--- src/rtl/ft_pkg.sv ---
// Shared fault-tolerance definitions: recovery FSM states and register-file sizing.
package ft_pkg;

    typedef enum logic [1:0] {
        ST_IDLE    = 2'd0,
        ST_HALT    = 2'd1,
        ST_RESTORE = 2'd2,
        ST_DONE    = 2'd3
    } rec_state_e;

    localparam int DEF_ADDR_WIDTH = 5;
    localparam int REG_COUNT      = 1 << DEF_ADDR_WIDTH;

    localparam logic [7:0] ERR_CNT_MAX = 8'hFF;

    // Number of architectural registers for a given address width.
    function automatic int reg_count(input int aw);
        return 1 << aw;
    endfunction

endpackage

--- src/rtl/shadow_regfile.sv ---
// Last-known-good register copy: one synchronous write port, one combinational
// read port; entry 0 is architecturally zero and never written.
module shadow_regfile
    import ft_pkg::*;
#(
    parameter int ADDR_WIDTH = DEF_ADDR_WIDTH,
    parameter int DATA_WIDTH = 32
) (
    input  logic                  clk_i,
    input  logic                  rst_ni,
    input  logic                  we_i,
    input  logic [ADDR_WIDTH-1:0] waddr_i,
    input  logic [DATA_WIDTH-1:0] wdata_i,
    input  logic [ADDR_WIDTH-1:0] raddr_i,
    output logic [DATA_WIDTH-1:0] rdata_o
);

    localparam int NREG = reg_count(ADDR_WIDTH);

    logic [DATA_WIDTH-1:0] mem [NREG];

    // Clear all entries on reset; commit writes to non-zero addresses only.
    always_ff @(posedge clk_i or negedge rst_ni) begin
        if (!rst_ni) begin
            for (int i = 0; i < NREG; i++) begin
                mem[i] <= '0;
            end
        end else if (we_i && (waddr_i != '0)) begin
            mem[waddr_i] <= wdata_i;
        end
    end

    assign rdata_o = (raddr_i == '0) ? '0 : mem[raddr_i];

endmodule

--- src/rtl/rf_recovery_ctrl.sv ---
// Lockstep register-file recovery: shadows agreed writes and, on a comparator
// mismatch, halts both cores, drains, then replays every shadow register.
module rf_recovery_ctrl
    import ft_pkg::*;
#(
    parameter int ADDR_WIDTH   = 5,
    parameter int DATA_WIDTH   = 32,
    parameter int DRAIN_CYCLES = 2
) (
    input  logic                  clk_i,
    input  logic                  rst_ni,
    input  logic                  we_i,
    input  logic [ADDR_WIDTH-1:0] addr_i,
    input  logic [DATA_WIDTH-1:0] data_i,
    input  logic                  error_i,
    output logic                  halt_o,
    output logic                  rec_we_o,
    output logic [ADDR_WIDTH-1:0] rec_addr_o,
    output logic [DATA_WIDTH-1:0] rec_data_o,
    output logic                  done_o,
    output logic [7:0]            err_cnt_o
);

    localparam int                    NREG       = reg_count(ADDR_WIDTH);
    localparam logic [ADDR_WIDTH-1:0] LAST_ADDR  = ADDR_WIDTH'(NREG - 1);
    localparam logic [ADDR_WIDTH-1:0] FIRST_ADDR = ADDR_WIDTH'(1);
    localparam logic [3:0]            DRAIN_LAST = 4'(DRAIN_CYCLES - 1);

    rec_state_e            state_q;
    rec_state_e            state_d;
    logic [3:0]            drain_q;
    logic [ADDR_WIDTH-1:0] rcnt_q;
    logic [7:0]            err_cnt_q;
    logic                  start;
    logic                  commit;
    logic [DATA_WIDTH-1:0] shadow_rdata;

    // A mismatch seen while idle both starts recovery and vetoes that cycle's write.
    assign start  = (state_q == ST_IDLE) && error_i;
    assign commit = (state_q == ST_IDLE) && we_i && !error_i && (addr_i != '0);

    shadow_regfile #(
        .ADDR_WIDTH (ADDR_WIDTH),
        .DATA_WIDTH (DATA_WIDTH)
    ) u_shadow (
        .clk_i   (clk_i),
        .rst_ni  (rst_ni),
        .we_i    (commit),
        .waddr_i (addr_i),
        .wdata_i (data_i),
        .raddr_i (rcnt_q),
        .rdata_o (shadow_rdata)
    );

    // State register.
    always_ff @(posedge clk_i or negedge rst_ni) begin
        if (!rst_ni) begin
            state_q <= ST_IDLE;
        end else begin
            state_q <= state_d;
        end
    end

    // Next-state logic: drain, replay registers 1..last, then a single done cycle.
    always_comb begin
        state_d = state_q;
        case (state_q)
            ST_IDLE:    if (error_i) state_d = ST_HALT;
            ST_HALT:    if (drain_q == DRAIN_LAST) state_d = ST_RESTORE;
            ST_RESTORE: if (rcnt_q == LAST_ADDR) state_d = ST_DONE;
            ST_DONE:    state_d = ST_IDLE;
            default:    state_d = ST_IDLE;
        endcase
    end

    // Drain timer and restore address counter; the counter is re-armed to 1 outside RESTORE.
    always_ff @(posedge clk_i or negedge rst_ni) begin
        if (!rst_ni) begin
            drain_q <= '0;
            rcnt_q  <= FIRST_ADDR;
        end else begin
            case (state_q)
                ST_IDLE: begin
                    drain_q <= '0;
                    rcnt_q  <= FIRST_ADDR;
                end
                ST_HALT: begin
                    drain_q <= drain_q + 4'd1;
                    rcnt_q  <= FIRST_ADDR;
                end
                ST_RESTORE: begin
                    rcnt_q <= rcnt_q + FIRST_ADDR;
                end
                default: begin
                    drain_q <= '0;
                    rcnt_q  <= FIRST_ADDR;
                end
            endcase
        end
    end

    // Saturating count of recoveries started.
    always_ff @(posedge clk_i or negedge rst_ni) begin
        if (!rst_ni) begin
            err_cnt_q <= '0;
        end else if (start && (err_cnt_q != ERR_CNT_MAX)) begin
            err_cnt_q <= err_cnt_q + 8'd1;
        end
    end

    // Outputs decoded from state; restore bus is held at zero outside RESTORE.
    always_comb begin
        halt_o     = (state_q != ST_IDLE);
        rec_we_o   = 1'b0;
        rec_addr_o = '0;
        rec_data_o = '0;
        done_o     = (state_q == ST_DONE);
        if (state_q == ST_RESTORE) begin
            rec_we_o   = 1'b1;
            rec_addr_o = rcnt_q;
            rec_data_o = shadow_rdata;
        end
    end

    assign err_cnt_o = err_cnt_q;

endmodule

--- config.mk ---
export PLATFORM = sky130hd
export DESIGN_NAME = rf_recovery_ctrl
export DESIGN_NICKNAME = d
export VERILOG_FILES = /design/src/rtl/ft_pkg.sv /design/src/rtl/shadow_regfile.sv /design/src/rtl/rf_recovery_ctrl.sv
export SDC_FILE = /design/constraint.sdc
export NUM_CORES = 2
export LEC_CHECK = 0
export ABC_AREA = 0
export BUFFER_PORTS_ARGS = -buffer_cell sky130_fd_sc_hd__clkbuf_2
export CAP_MARGIN = 20
export CORE_UTILIZATION = 57
export CTS_CLUSTER_DIAMETER = 50
export DETAILED_ROUTE_END_ITERATION = 10
export PLACE_DENSITY = 0.77
export SLEW_MARGIN = 20
export SYNTH_ARGS = -nofsm -noshare
export SYNTH_HDL_FRONTEND = slang
export SYNTH_SLANG_ARGS = --single-unit
--- constraint.sdc ---
create_clock -name clk_i -period 3 [get_ports clk_i]
set_clock_uncertainty 0.15 [all_clocks]
set_input_delay 0.75 -clock clk_i [delete_from_list [all_inputs] [get_ports clk_i]]
set_output_delay 0.75 -clock clk_i [all_outputs]
set_load 0.005 [all_outputs]
==> impl_metrics.toml <==
[timing]
fmax_ghz = 0.260
worst_slack_ns = -0.844
setup_viol = 32
hold_viol = 0
tightest_slew_ns = 0.736
relSlewSlack_pct = 50.9
finalCritPeriodShare_pct = 128
drv_slew = 0
rsz0062_at_grt = "true"
finalCriticalPeriod_ns = 3.84

[status]
outcome = "complete, but fails checks"
violations = "negative setup slack"

[place]
portBuffers = 88
post-place-ws_ns = -0.304
place_congestion = 0.838
dp_hpwl_um = 77800

[yosys]
yosys_warnings = 0
avgSynthCellArea_sq_um = 15.8
synth_cell_types = 48
synth_seq_area_share_pct = 54.9
synth_edf_count = 0
ys_ff_latch = 1043
synthCells = 3017
synth_async_sr_flop_share_pct = 100
syn-num-nets = 3068
mappedNetlistArea_sq_um = 47600
synthFlopType = "dfrtp_1"

[clocking]
cts_buffers = 115
cts.sinks = 1043
clk_pin_slew_worst_paths_ns = 0.06
cts_root_buf = "clkbuf_16"
tritoncts = "yes"
cts_max_level = 3
clk_path_buf_depth = 3
clk_latency_ns = 0.70

[setup_path]
path_cells = "buf_12, buf_12, buf_16, mux4_2, mux2i_1, a221o_1, a31oi_1, clkbuf_2"
arrival_ns = 2.94
start_kind = "flip-flop"
crit_top_cell = "buf_12"
crit_path_end_kind = "primary output"
cp_max_fo = 7
criticalPathCategory = "reg2out"
cp_top_family = "flip-flops"
path_buf_inv = 4
max_stage_delay_ns = 0.73
critPathSlowestCell = "dfstp_4"
worst_ep_required_time_ns = 2.10

[grt]
antenna_found_initial = 3
grt_usage_pct = 31.4
grt_pass1_wl_um = 198000
grt_max_degree = 93
grt_overflow = 0
grt_pass1_vias = 30623

[floorplan]
start_util_pct = 57.7
fp.dieW_um = 291
num_io_pins = 89
core-area_sq_um = 82400
die_area_sq_um = 84600
std_cell_rows = 105
die_h_um = 291

[power]
ir_drop_mv = 0.508
cellLeakagePower_nw = 26.3
total_power_w = 0.0406
cellPowerDensity_nw_per_um2 = 732

[drt]
drt_wl_total_um = 130000
wl_per_cell_um = 30.1
final_antenna_net_count = 0
via_per_inst = 6.55
vias = 28298
drc = 0
drt_iter0_drc = 2550
drt_pre_antenna_iters = 7

[finish]
fillers = 5318
area_growth_pct = 16.6
fin_nets = 3208
drive_gt1_share_pct = 55.8

[run]
cap_violations = 0

[hold_path]
min_path_type = "reg2reg"
==> final cells by class <==
type,count,area (sq um),area share [%]
antenna,2,5.00,0.00903
clock inverter,47,568,1.02
inverter,10,40.0,0.0722
tap,1070,1340,2.41
sequential,1043,26100,47.1
timing repair buffer,353,3880,7.00
clock buffer,164,3280,5.92
multi-input combinational,1634,20200,36.5
==> cells in the final DEF, fill, tap and decap left out, types with 12 or more instances in the layout <==
cell type  netlist  layout
nand2_1         33      22
nor2_4           0      15
mux2i_1        128     121
mux2_1          14      14
o21ai_0         27      16
clkbuf_8         0      20
dfrtp_1       1042    1038
a221o_1         32      32
clkbuf_16        0     116
clkbuf_1       173      28
clkinv_2         0      17
mux2_2         890     890
clkbuf_2         2      86
a221oi_1        24      17
buf_12           0      97
buf_4           37     144
buf_6           12      12
a22oi_1         32      25
mux2_4          90      90
mux4_2         223     224
a31oi_1         32      27
==> what timing repair did <==
item	in CTS	in global routing
endpoints found under the hold margin	26	0
pin swaps	10	9
buffers inserted	8	7
gates resized for setup	70	17
hold buffers	1	0
gates cloned	5	0
endpoints found under the setup margin	34	33
==> per-layer routing <==
layer  vias to the layer above  track usage, %  routed length, um  share of wire [%]
li1                      11480               -                  -                  -
met1                     15431            42.1              52200                 40
met2                      1080            50.8              63300                 49
met3                       305            6.31               9600                7.4
met4                         2            12.3               5070                3.9
met5                         -               0                 13              0.010
==> state kept, by name (all words and copies together) (netlist names) <==
name / cells
drain_q: 4
u_shadow.mem: 1024
rcnt_q: 5
err_cnt_o: 8
state_q: 2
==> cells by family (layout without fill, tap and decap cells) <==
group / Yosys count / in the layout / synth area share [%]
AOI/OAI and AO/OA: 163 / 163 / 2.60
and+or+nand+nor: 106 / 106 / 1.11
muxes: 1346 / 1346 / 37.6
buffers and inverters: 340 / 574 / 3.43
xor gates and xnor gates: 9 / 9 / 0.166
adders and majority gates: 10 / 10 / 0.263
other: 0 / 2 / 0
DFF: 1043 / 1043 / 54.9
==> cell usage after synthesis, types with 2 or more instances <==
cell type / instances / area share [%]
a221o_1: 32 / 0.67
a221oi_1: 24 / 0.44
a22oi_1: 32 / 0.51
a31oi_1: 32 / 0.42
and2_1: 8 / 0.11
and3_1: 2 / 0.026
buf_1: 7 / 0.055
buf_2: 99 / 1.0
buf_4: 37 / 0.58
buf_6: 12 / 0.28
clkbuf_1: 173 / 1.4
clkbuf_2: 2 / 0.021
dfrtp_1: 1042 / 55
ha_1: 10 / 0.26
inv_1: 9 / 0.071
mux2_1: 14 / 0.33
mux2_2: 890 / 21
mux2_4: 90 / 2.8
mux2i_1: 128 / 2.7
mux4_2: 223 / 11
nand2_1: 33 / 0.26
nand2b_1: 2 / 0.026
nand3_1: 9 / 0.095
nand3b_1: 4 / 0.063
nor2_1: 26 / 0.21
nor2b_1: 7 / 0.092
nor3_1: 5 / 0.053
nor3b_1: 2 / 0.032
o2111ai_1: 8 / 0.15
o21ai_0: 27 / 0.28
o22ai_1: 2 / 0.026
or4_1: 3 / 0.047
xnor2_1: 2 / 0.037
xor2_1: 7 / 0.13
==> path summary, 6_finish.rpt <==
path,slack (ns),end,cells past startpoint,from
max,-0.84,rec_data_o[9],8,rcnt_q[0]
min,0.22,u_shadow.mem[1012],0,u_shadow.mem[1012]
max reg2reg,0.27,u_shadow.mem[511],8,state_q[1]
min reg2reg,0.22,u_shadow.mem[1012],0,u_shadow.mem[1012]
max in group asynchronous,1.08,u_shadow.mem[206],3,rst_ni
min in group asynchronous,0.50,err_cnt_o[6],2,rst_ni
==> report_power, final <==
part / switching [W] / total, W / internal, W / leakage, nW
logic: 0.00413 / 0.00917 / 0.00504 / 10.1
clock network: 0.00590 / 0.0142 / 0.00834 / 1.88
registers: 0.00114 / 0.0172 / 0.0160 / 14.3
==> stage by stage <==
step                instances  area (sq um)  TNS, ns  util (%)  hold WS [ns]
finish                   4323         55500   -24.85      67.3         0.222
floorplan                3017         47600        0         -         0.272
CTS                      4314         55300   -25.17      67.1         0.227
detailed placement       4091         50900    -4.36      61.8         0.211
global placement         4091         50900    -3.53      61.8         0.210
global route             4323         55500   -26.97      67.3         0.230
Note: power is estimated with default switching activity, not from simulation.
